File: src/rtl/rds_pkg.sv
// Shared definitions for the RDS receive chain (bit recovery and block sync).
package rds_pkg;

  localparam int RDS_HALF_BIT_SAMPLES = 20;

  localparam int RDS_BIT_IDX  = 0;
  localparam int RDS_SLIP_IDX = 1;

  typedef logic chip_t;

  typedef enum logic {
    PAIR_FIRST  = 1'b0,
    PAIR_SECOND = 1'b1
  } pair_phase_t;

endpackage

File: src/rtl/rds_chip_integrator.sv
// Integrate-and-dump of one biphase chip with a zero-crossing timing loop
// that nudges the dump point by at most one sample per chip.
module rds_chip_integrator
  import rds_pkg::*;
#(
  parameter int SAMPLE_WIDTH     = 32,
  parameter int HALF_BIT_SAMPLES = RDS_HALF_BIT_SAMPLES
) (
  input  logic                    clk,
  input  logic                    reset,
  input  logic                    en_i,
  input  logic [SAMPLE_WIDTH-1:0] sample_i,
  output logic                    chip_valid_o,
  output logic                    chip_o
);

  localparam int ACC_W = SAMPLE_WIDTH + $clog2(HALF_BIT_SAMPLES) + 1;
  localparam int CNT_W = $clog2(HALF_BIT_SAMPLES + 1);

  localparam logic [CNT_W-1:0] CNT_NOM   = CNT_W'(HALF_BIT_SAMPLES - 1);
  localparam logic [CNT_W-1:0] CNT_LONG  = CNT_W'(HALF_BIT_SAMPLES);
  localparam logic [CNT_W-1:0] CNT_SHORT = CNT_W'(HALF_BIT_SAMPLES - 2);
  localparam logic [CNT_W-1:0] CNT_HALF  = CNT_W'(HALF_BIT_SAMPLES / 2);

  logic [ACC_W-1:0] acc_q;
  logic [ACC_W-1:0] acc_sum;
  logic [CNT_W-1:0] cnt_q;
  logic [CNT_W-1:0] dump_at_q;
  logic             prev_sign_q;
  logic             xing_seen_q;
  logic             sign_now;
  logic             first_xing;
  logic             late_at_limit;
  logic             dump_now;
  chip_t            chip_d;

  always_comb begin
    acc_sum       = acc_q + {{(ACC_W-SAMPLE_WIDTH){sample_i[SAMPLE_WIDTH-1]}}, sample_i};
    sign_now      = sample_i[SAMPLE_WIDTH-1];
    first_xing    = (sign_now != prev_sign_q) & ~xing_seen_q;
    // A late crossing landing exactly on H-2 ends the chip on this very sample.
    late_at_limit = first_xing & (cnt_q == CNT_SHORT);
    dump_now      = (cnt_q == dump_at_q) | late_at_limit;
    chip_d        = ~acc_sum[ACC_W-1];
  end

  assign chip_valid_o = en_i & dump_now;
  assign chip_o       = chip_d;

  always_ff @(posedge clk) begin
    if (reset) begin
      acc_q       <= '0;
      cnt_q       <= '0;
      dump_at_q   <= CNT_NOM;
      prev_sign_q <= 1'b0;
      xing_seen_q <= 1'b0;
    end else if (en_i) begin
      prev_sign_q <= sign_now;
      if (dump_now) begin
        acc_q       <= '0;
        cnt_q       <= '0;
        dump_at_q   <= CNT_NOM;
        xing_seen_q <= 1'b0;
      end else begin
        acc_q <= acc_sum;
        cnt_q <= cnt_q + CNT_W'(1);
        if (first_xing) begin
          xing_seen_q <= 1'b1;
          if (cnt_q != '0 && cnt_q < CNT_HALF) begin
            dump_at_q <= CNT_LONG;
          end else if (cnt_q >= CNT_HALF && cnt_q < CNT_SHORT) begin
            dump_at_q <= CNT_SHORT;
          end
        end
      end
    end
  end

endmodule

File: src/rtl/rds_bit_recovery.sv
// RDS bit recovery: chip integration, biphase pairing with slip recovery,
// differential decode and a one-entry AXI-Stream output register.
//
// state       | meaning
// PAIR_FIRST  | waiting for the first chip of a biphase symbol
// PAIR_SECOND | first chip held, next chip completes (or slips) the symbol
module rds_bit_recovery
  import rds_pkg::*;
#(
  parameter int C_S00_AXIS_TDATA_WIDTH = 64,
  parameter int C_M00_AXIS_TDATA_WIDTH = 8,
  parameter int SAMPLE_WIDTH           = 32,
  parameter int HALF_BIT_SAMPLES       = RDS_HALF_BIT_SAMPLES
) (
  input  logic                                clk,
  input  logic                                reset,
  input  logic                                s00_axis_tvalid,
  input  logic [C_S00_AXIS_TDATA_WIDTH-1:0]   s00_axis_tdata,
  input  logic                                s00_axis_tlast,
  input  logic [C_S00_AXIS_TDATA_WIDTH/8-1:0] s00_axis_tstrb,
  output logic                                s00_axis_tready,
  output logic                                m00_axis_tvalid,
  input  logic                                m00_axis_tready,
  output logic [C_M00_AXIS_TDATA_WIDTH-1:0]   m00_axis_tdata,
  output logic                                m00_axis_tlast,
  output logic [C_M00_AXIS_TDATA_WIDTH/8-1:0] m00_axis_tstrb
);

  pair_phase_t pair_phase_q;
  chip_t       first_chip_q;
  logic        prev_sym_q;
  logic        slip_q;
  logic        m_valid_q;
  logic        bit_q;
  logic        slip_out_q;
  logic        accept;
  logic        chip_valid;
  chip_t       chip;

  logic unused_inputs;
  assign unused_inputs = ^{s00_axis_tdata[C_S00_AXIS_TDATA_WIDTH-1:SAMPLE_WIDTH],
                           s00_axis_tlast, s00_axis_tstrb};

  assign s00_axis_tready = ~m_valid_q | m00_axis_tready;
  assign accept          = s00_axis_tvalid & s00_axis_tready;

  rds_chip_integrator #(
    .SAMPLE_WIDTH     (SAMPLE_WIDTH),
    .HALF_BIT_SAMPLES (HALF_BIT_SAMPLES)
  ) u_chip_integrator (
    .clk          (clk),
    .reset        (reset),
    .en_i         (accept),
    .sample_i     (s00_axis_tdata[SAMPLE_WIDTH-1:0]),
    .chip_valid_o (chip_valid),
    .chip_o       (chip)
  );

  always_ff @(posedge clk) begin
    if (reset) begin
      pair_phase_q <= PAIR_FIRST;
      first_chip_q <= 1'b0;
      prev_sym_q   <= 1'b0;
      slip_q       <= 1'b0;
      m_valid_q    <= 1'b0;
      bit_q        <= 1'b0;
      slip_out_q   <= 1'b0;
    end else begin
      if (m_valid_q & m00_axis_tready) begin
        m_valid_q <= 1'b0;
      end
      if (chip_valid) begin
        case (pair_phase_q)
          PAIR_FIRST: begin
            first_chip_q <= chip;
            pair_phase_q <= PAIR_SECOND;
          end
          PAIR_SECOND: begin
            if (first_chip_q != chip) begin
              bit_q        <= first_chip_q ^ prev_sym_q;
              prev_sym_q   <= first_chip_q;
              slip_out_q   <= slip_q;
              slip_q       <= 1'b0;
              m_valid_q    <= 1'b1;
              pair_phase_q <= PAIR_FIRST;
            end else begin
              // Two equal chips cannot be one symbol: realign by one chip.
              first_chip_q <= chip;
              slip_q       <= 1'b1;
            end
          end
          default: pair_phase_q <= PAIR_FIRST;
        endcase
      end
    end
  end

  always_comb begin
    m00_axis_tdata               = '0;
    m00_axis_tdata[RDS_BIT_IDX]  = bit_q;
    m00_axis_tdata[RDS_SLIP_IDX] = slip_out_q;
  end

  assign m00_axis_tvalid = m_valid_q;
  assign m00_axis_tlast  = 1'b0;
  assign m00_axis_tstrb  = '1;

endmodule

File: config.mk
export PLATFORM = sky130hd
export DESIGN_NAME = rds_bit_recovery
export DESIGN_NICKNAME = d
export VERILOG_FILES = /design/src/rtl/rds_pkg.sv /design/src/rtl/rds_chip_integrator.sv /design/src/rtl/rds_bit_recovery.sv
export SDC_FILE = /design/constraint.sdc
export NUM_CORES = 1
export LEC_CHECK = 0
export ABC_AREA = 0
export CAP_MARGIN = 40
export CORE_AREA = 2 2 94 96
export CTS_CLUSTER_SIZE = 14
export DETAILED_ROUTE_END_ITERATION = 8
export DIE_AREA = 0 0 96 98
export MAX_ROUTING_LAYER = met4
export PLACE_DENSITY = 0.92
export REMOVE_ABC_BUFFERS = 1
export SLEW_MARGIN = 40
export SYNTH_ARGS = -nofsm -noshare
export SYNTH_HDL_FRONTEND = slang
export SYNTH_HIERARCHICAL = 1
export SYNTH_SLANG_ARGS = --single-unit
File: constraint.sdc
create_clock -name clk -period 3.65 [get_ports clk]
set_input_delay 0.365 -clock clk [delete_from_list [all_inputs] [get_ports clk]]
set_output_delay 0.365 -clock clk [all_outputs]
set_load 0.05 [all_outputs]
== Yosys cells after proc, flatten, opt, wreduce, memory -nomap -nowiden ==
Index checks and enable logic that the tools add are counted.

* Bitwise logic cells: 12
* Muxes and demuxes: 16
* Eq/ne operators: 5
* Add/sub/neg operators: 2
* Reductions and logical operators: 10
* Magnitude comparators: 3

{| class="wikitable"
|+ Operators with widths
! operator !! count
|-
| $add A38 B38 Y38 || 1
|-
| $mux W38 || 1
|-
| $mux W5 || 5
|-
| $mux W1 || 8
|-
| $reduce_and A2 Y1 || 3
|-
| $reduce_and A3 Y1 || 2
|-
| $add A5 B1 Y5 const B || 1
|-
| $and A1 B1 Y1 || 5
|-
| $eq A5 B5 Y1 || 1
|-
| $eq A5 B5 Y1 const B || 1
|-
| $ge A5 B4 Y1 const B || 1
|-
| $lt A5 B4 Y1 const B || 1
|-
| $lt A5 B5 Y1 const B || 1
|-
| $reduce_bool A5 Y1 || 1
|-
| $not A1 Y1 || 4
|-
| $pmux W1 S2 || 2
|-
| $reduce_bool A3 Y1 || 1
|-
| $logic_and A1 B1 Y1 || 2
|-
| $ne A1 B1 Y1 || 2
|-
| $ne A2 B2 Y1 const B || 1
|-
| $or A1 B1 Y1 || 2
|-
| $reduce_bool A2 Y1 || 1
|-
| $xor A1 B1 Y1 || 1
|}

* Bits in registers: 57
* Logic and storage cells: 60

== Longest topological paths before layout ==
Gate-level depths: netlist of run 1.

* Word-level depth: 6
* Depth in mapped cells: 14

== Hierarchy ==
The synthesis of run 1 kept the hierarchy.

{| class="wikitable"
|+ By module, submodules not included
! module !! instances !! cells each !! area each (µm²) !! sequential area each (µm²)
|-
| rds_chip_integrator || 1 || 521 || 3,946.3 || 960.9
|-
| rds_bit_recovery || 1 || 45 || 390.4 || 140.1
|}

== Worst setup path before layout of run 1 ==
No wires, ideal clock.

* Path type: in2reg
* Start: in s00_axis_tdata[10]
* End: reg bit_q
* Slack: 0.543 ns
* Path buffers: 0
* Cell stages on the path: 12
* Arrival: 3.027 ns
* Required time: 3.571 ns
* Cells stage by stage: ha_1 nand2_1 or4_1 o21ai_0 o21ai_0 o21ai_1 nand2b_1 a21oi_1 xnor2_1 xor2_2 nand3_1 a211oi_2

* Longest elaborated chain between the ends: 4

{| class="wikitable"
|+ Ends and longest elaborated chain
! what !! line !! text
|-
| from (decl) || rds_bit_recovery.sv:18 || <nowiki>input logic [C_S00_AXIS_TDATA_WIDTH-1:0] s00_axis_tdata,</nowiki>
|-
| $add A38 B38 Y38 || rds_chip_integrator.sv:38 || <nowiki>acc_sum = acc_q + {{(ACC_W-SAMPLE_WIDTH){sample_i[SAMPLE_WIDTH-1]}}, sample_i};</nowiki>
|-
| $not A1 Y1 || rds_chip_integrator.sv:44 || <nowiki>chip_d = ~acc_sum[ACC_W-1];</nowiki>
|-
| net chip || rds_bit_recovery.sv:38 || <nowiki>chip_t chip;</nowiki>
|-
| $ne A1 B1 Y1 || rds_bit_recovery.sv:79 || <nowiki>if (first_chip_q != chip) begin</nowiki>
|-
| $reduce_and A3 Y1 (no source line) || -- ||
|-
| to (signal assigned) || rds_bit_recovery.sv:80 || <nowiki>bit_q <= first_chip_q ^ prev_sym_q;</nowiki>
|-
| to (decl) || rds_bit_recovery.sv:34 || <nowiki>logic bit_q;</nowiki>
|}

The timed path passes the listed nets, and every way through them passes these cells.
A chain may end at the register's enable or synchronous reset.

== Final worst setup path of run 1 ==
* Start: in s00_axis_tdata[7]
* End: reg bit_q

The elaborated chain is that of the path after synthesis.

==> results of run 1 <==
## layout by cell type, fill, tap and decap left out, drive strengths merged, types with 4 or more instances in the layout
cell type | netlist | layout
nand2 | 60 | 60
dfxtp | 55 | 55
a21oi | 53 | 53
o21ai | 51 | 51
nor2 | 50 | 50
clkdlybuf4s50 | 0 | 39
ha | 39 | 39
buf | 15 | 32
xnor2 | 25 | 25
inv | 20 | 22
xor2 | 18 | 18
nand4 | 17 | 17
a21o | 17 | 17
nand3 | 13 | 13
a31oi | 12 | 12
nor3 | 12 | 12
nand2b | 8 | 8
conb | 2 | 8
and3 | 8 | 8
o21bai | 8 | 8
a22oi | 6 | 6
clkbuf | 21 | 5
mux2i | 4 | 4
or3 | 4 | 4
o21a | 4 | 4
a211oi | 4 | 4
## metrics by stage
step	instances	setup WS [ns]	instance area (sq um)
after floorplan	536	0.3190	4163
after global placement	715	-0.03006	4928
after detailed placement	715	-0.1333	4928
after CTS	723	0.1456	5020
after global routing	723	0.004302	5027
final	723	0.2415	5027
## worst paths after layout
path,start,endpoint,slack (ns)
worst max-delay path,s00_axis_tdata[7],bit_q$_SDFFE_PP0P_,0.24
worst min-delay path,bit_q$_SDFFE_PP0P_,bit_q$_SDFFE_PP0P_,0.47
worst max register to register,u_chip_integrator/acc_q[7]$_SDFFE_PP0P_,bit_q$_SDFFE_PP0P_,0.41
worst min register to register,bit_q$_SDFFE_PP0P_,bit_q$_SDFFE_PP0P_,0.47
## cells in the mapped netlist (11+ instances only)
library cell  instances  area (sq um)
nand2_1              60         225.2
dfxtp_1              55          1101
a21oi_1              51         255.2
nor2_1               50         187.7
o21ai_0              46         230.2
ha_1                 39         488.0
xnor2_1              25         219.0
clkbuf_1             21         78.83
inv_1                20         75.07
a21o_1               17         127.6
nand4_1              17         106.4
xor2_1               17         148.9
nand3_1              13         65.06
a31oi_1              12         75.07
nor3_1               11         55.05
## registers in the layout, summed over array words and instances, names as in the netlist
| signal | flops |
|---|---|
| u_chip_integrator/acc_q | 38 |
| u_chip_integrator/cnt_q | 5 |
| u_chip_integrator/dump_at_q | 3 |
| bit_q | 1 |
| first_chip_q | 1 |
| m00_axis_tvalid | 1 |
| pair_phase_q | 1 |
| prev_sym_q | 1 |
| slip_out_q | 1 |
| slip_q | 1 |
| u_chip_integrator/prev_sign_q | 1 |
| u_chip_integrator/xing_seen_q | 1 |
## layer usage
metal | vias up | part of all wire, %
li1 | 2108 | -
met1 | 2021 | 44
met2 | 105 | 50
met3 | 12 | 4.4
met4 | 0 | 1.0
met5 | - | 0
## power breakdown
| part | internal (W) | switching [W] |
|---|---|---|
| clock | 0.000140 | 0.000219 |
| combinational | 0.000463 | 0.000570 |
| sequential | 0.000678 | 0.0000465 |
| total | 0.00128 | 0.000836 |
## worst max-delay path, stage by stage
cell,delay [ns]
clkdlybuf4s50_1,0.43
ha_1,0.38
nand2_1,0.13
or4_1,0.53
o21ai_0,0.30
o21ai_0,0.20
o21ai_1,0.21
nand2b_1,0.13
a21oi_1,0.10
xnor2_2,0.26
xor2_2,0.18
nand3_1,0.18
a211oi_2,0.25
## kinds of logic after synthesis
kind of cell / synth area share [%]
multiplexers: 0.9233
flip-flops: 25.39
XOR/XNOR: 8.858
other: 0.1732
AO/OA/AOI/OAI: 25.30
adder cells (fa/ha/maj): 11.71
buffers and inverters: 6.347
AND/OR/NAND/NOR: 21.29
## final cells by class
| class | count | area (sq um) | area share (%) |
|---|---|---|---|
| repair buffers | 71 | 630.6 | 12.54 |
| inverters | 21 | 78.83 | 1.568 |
| clock buffers | 5 | 68.82 | 1.369 |
| multi-input cells | 460 | 2990 | 59.48 |
| well taps | 108 | 135.1 | 2.688 |
| clock inverters | 3 | 22.52 | 0.4480 |
| flip-flops and latches | 55 | 1101 | 21.90 |
## repair_timing
item,in CTS,in global routing
setup buffers,0,0
resized for setup,0,1
setup endpoints to repair,0,6
==> results.tsv, run 1 <==
stage	metric	value	unit
clock_network	cts hold-fix bufs	0	
timing	max_slew headroom	51.15	%
clock_network	Clk Latency, worst-skew pair	0.31	ns
drt	DR pass1 iterations	4	
pwr	Lkg Pwr	2.139	nW
global_routing	initial antenna violation count	0	
synthesis	post-synthesis cell area	4337	sq um
pwr	Pwr Total	0.002117	W
synthesis	synth unique cells	64	
drt	DRT iter0 DRCs	216	
critical_path	Worst Setup End Kind	flop	
floorplanning	core region area	8466	sq um
global_routing	vias in the first global route	4144	
synthesis	ys async rst share	0	%
timing	fin crit share	93.38	%
floorplanning	Die ar.	9408	sq um
clock_network	CTS Buf Count	5	
drt	Routed Antenna Nets	0	
pwr	Power Dens Cells	421.1	nW/um^2
global_routing	GR peak layer	met2	
clock_network	Root Driver	clkbuf_8	
clock_network	Max clock buf depth	2	
timing	Max Clock Freq	293.4	MHz
timing	Worst Tran Pin Value	0.7301	ns
outcome	status	completed	
layout	Syn-to-layout area delta	15.93	%
hold_path	min-delay worst type	flop to flop	
clock_network	CTS H-tree lvls	2	
timing	Slew Limit Fails	0	
global_routing	routing usage on met2	38.62	%
synthesis	EDFF count, synth	0	
drt	drt wl/cell	14.32	microns
synthesis	sequential share of the synthesized area	25.39	%
global_routing	largest net degree at the start of global routing	22	
timing	Final Hold Fails	0	
global_routing	first-pass GRT wire length	17280	microns
floorplanning	row cnt	34	
global_routing	M3 GR Usage	2.778	%
layout	layout cells sized above 1	8.780	%
layout	ANT cells	0	
critical_path	CP max FO	5	
timing	Hold Worst Slack	0.4705	ns
layout	post-layout util	59.39	%
clock_network	Num Clock Sinks	55	
placed_design	DP HPWL	8024	microns
timing	RSZ-0062 raised after global routing	no	
critical_path	CP required	3.89	ns
critical_path	reg2reg path depth	12	
floorplanning	I/O pin total	89	
critical_path	Arr. time, crit path	3.65	ns
pwr	VDD IR max	0.1964	mV
timing	final setup fails	0	
layout	fillers	774	
global_routing	total gr overflow	0	
timing	crit path time final	3.408	ns
placed_design	Port Buffers	39	
drt	Residual DRC	0	
clock_network	CTS tree	done	
synthesis	synth warn	6	
clock_network	CTS clk-pin slew, worst paths	0.10	ns
hold_path	hold depth	2	
floorplanning	Starting Density	51.23	%
layout	# nets final	731	
global_routing	M1 GR Usage	27.65	%
critical_path	Startpoint Class	input port	
flow_run	Max-cap violations	0	
drt	vias per cell	5.873	
drt	via count	4246	
synthesis	main flop type after synthesis	dfxtp_1	
synthesis	syn_area_per_cell	7.662	sq um
drt	final wirelength	10350	microns
critical_path	CP Class	input port to flop	
global_routing	global router's overall resource usage	22.53	%
placed_design	GPL Wtd Cong	0.9129	
synthesis	FF+latch count, synth	55	
timing	sum of negative setup slack	0	ns
floorplanning	die width	96	microns
timing	clock skew	0.006668	ns
synthesis	Post-Syn Instances	566	
floorplanning	die height	98	microns
No activity file was read; power rests on OpenSTA's default activity.
==> inputs of run 2 (changes only) <==
GPL_ROUTABILITY_DRIVEN = 0   (was unset)
HOLD_SLACK_MARGIN = 0.15   (was unset)
==> run 2 against run 1 <==
Compared with the run above:
- total power decreased by 0.57%
- highest routed layer unchanged
- flip-flop and latch count is the same
- routed wire length grew 1.8%
- clock-buffer cell count did not move
- maximum frequency grew 4.0%
- combinational power about the same
==> results.tsv, run 2 (synthesis results as in run 1) <==
stage	metric	value	unit	change
outcome	status	completed		
floorplanning	core region area	8466	sq um	unchanged
clock_network	Root Driver	clkbuf_8		
clock_network	CTS Buf Count	5		unchanged
floorplanning	I/O pin total	89		unchanged
clock_network	Clk Latency, worst-skew pair	0.32	ns	about the same
floorplanning	Starting Density	51.23	%	unchanged
floorplanning	row cnt	34		unchanged
clock_network	CTS tree	done		
layout	most flop-heavy register	u_chip_integrator/acc_q		
timing	max_slew headroom	55.47	%	+4.3 points
drt	drt wl/cell	14.70	microns	+2.6%
hold_path	min-delay worst type	flop to flop		
clock_network	CTS clk-pin slew, worst paths	0.11	ns	about the same
clock_network	Post-CTS Setup Bufs	0		unchanged
clock_network	Max clock buf depth	2		unchanged
placed_design	DP Worst Slack	-0.01709	ns	+0.1162 ns
placed_design	DP HPWL	8126	microns	+1.3%
timing	Worst Tran Pin Value	0.6679	ns	-0.06215 ns
global_routing	largest net degree at the start of global routing	27		+23%
global_routing	total gr overflow	0		unchanged
clock_network	Num Clock Sinks	55		unchanged
timing	final setup fails	0		unchanged
layout	# nets final	725		-0.82%
pwr	Pwr Total	0.002105	W	-0.57%
layout	commonest non-fill, non-tap cell in the layout	nand2_1		
critical_path	CP max FO	6		+1
floorplanning	Die ar.	9408	sq um	unchanged
critical_path	CP required	3.90	ns	about the same
critical_path	Worst Setup End Kind	flop		
pwr	Lkg Pwr	2.095	nW	-2.0%
timing	fin worst setup slack	0.3726	ns	+0.1310 ns
pwr	Power Dens Cells	423.1	nW/um^2	+0.46%
layout	most frequent cells in the layout	nand2_1, dfxtp_1, a21oi_1		
timing	clock skew	0.006713	ns	+0.00004524 ns
critical_path	Startpoint Class	input port		
drt	DRT iter0 DRCs	228		+5.6%
clock_network	cts hold-fix bufs	0		unchanged
timing	fin crit share	89.79	%	-3.6 points
drt	Residual DRC	0		unchanged
drt	DR pass1 iterations	5		+1
timing	Final Hold Fails	0		unchanged
layout	max reg flops	38		unchanged
global_routing	global router's overall resource usage	23.22	%	+0.69 points
timing	crit path time final	3.277	ns	-0.1310 ns
critical_path	CP Class	input port to flop		
layout	area occupied by multi-input gates	2983	sq um	-0.25%
timing	sum of negative setup slack	0	ns	unchanged
critical_path	Arr. time, crit path	3.53	ns	-0.12 ns
global_routing	vias in the first global route	4162		+0.43%
drt	Routed Antenna Nets	0		unchanged
placed_design	Port Buffers	39		unchanged
global_routing	first-pass GRT wire length	17800	microns	+3.0%
drt	final wirelength	10540	microns	+1.8%
drt	via count	4310		+1.5%
clock_network	cts repair resizes	0		unchanged
pwr	VDD IR max	0.2580	mV	+31%
timing	Hold Worst Slack	0.4597	ns	-0.01079 ns
timing	RSZ-0062 raised after global routing	no		
layout	fillers	748		-3.4%
drt	vias per cell	6.011		+2.4%
timing	Slew Limit Fails	0		unchanged
layout	Register Area	1101	sq um	unchanged
layout	ANT cells	0		unchanged
layout	layout cells sized above 1	7.718	%	-1.1 points
clock_network	CTS H-tree lvls	2		unchanged
layout	Top Registers	u_chip_integrator/acc_q: 38 flops, u_chip_integrator/cnt_q: 5 flops, u_chip_integrator/dump_at_q: 3 flops		
floorplanning	die width	96	microns	unchanged
floorplanning	die height	98	microns	unchanged
layout	post-layout util	58.78	%	-0.61 points
timing	Max Clock Freq	305.1	MHz	+4.0%
flow_run	Max-cap violations	0		unchanged
global_routing	initial antenna violation count	0		unchanged
layout	Syn-to-layout area delta	14.74	%	
[run 2: changes by cell type in the layout (fill, tap and decap cells not counted), sizes merged]
cell,delta
clkinvlp,+2
inv,-1
buf,-6
clkinv,-1
[run 2: through the flow]
step	instances	instance area, sq um
after global placement	709	4883
after global routing	717	4976
final	717	4976
after floorplan	536	4163
after detailed placement	709	4883
after CTS	717	4976
[run 2: worst paths after layout]
check,end,slack [ns],depth (start not counted),startpoint
setup / recovery,bit_q$_SDFFE_PP0P_,0.37,13,s00_axis_tdata[31]
hold / removal,u_chip_integrator/acc_q[34]$_SDFFE_PP0P_,0.46,2,u_chip_integrator/acc_q[34]$_SDFFE_PP0P_
setup reg to reg,u_chip_integrator/acc_q[36]$_SDFFE_PP0P_,0.54,12,u_chip_integrator/acc_q[0]$_SDFFE_PP0P_
hold reg to reg,u_chip_integrator/acc_q[34]$_SDFFE_PP0P_,0.46,2,u_chip_integrator/acc_q[34]$_SDFFE_PP0P_
[run 2: routing by layer]
layer  track usage (%)  part of all wire, %  vias up
met3             3.549                  5.7       26
met1             27.13                   42     2038
met4             7.582                  1.9        0
li1                  -                    -     2090
met5                 -                    0        -
met2             40.06                   50      156
[run 2: critical path, cell delays in order]
cell	delay, ns
clkdlybuf4s50_1	0.54
ha_1	0.44
and3_1	0.24
nand2_1	0.09
or4_1	0.51
o21ai_1	0.23
nand2b_1	0.15
a21oi_1	0.08
xnor2_1	0.14
buf_4	0.15
xor2_2	0.16
nand3_1	0.17
a211oi_2	0.25
[run 2: layout make-up]
cell class | instances | area share [%]
clock buffer | 5 | 1.383
clock inverter | 3 | 0.4777
inverter | 21 | 1.584
multi-input combinational | 460 | 59.94
sequential | 55 | 22.13
tap | 108 | 2.716
timing repair buffer | 65 | 11.77
[run 2: report_power, final]
group | leakage [nW] | switching [W] | internal, W
sequential | 0.452 | 0.0000469 | 0.000678
clock | 0.0408 | 0.000220 | 0.000138
combinational | 1.60 | 0.000568 | 0.000454
total | 2.10 | 0.000835 | 0.00127
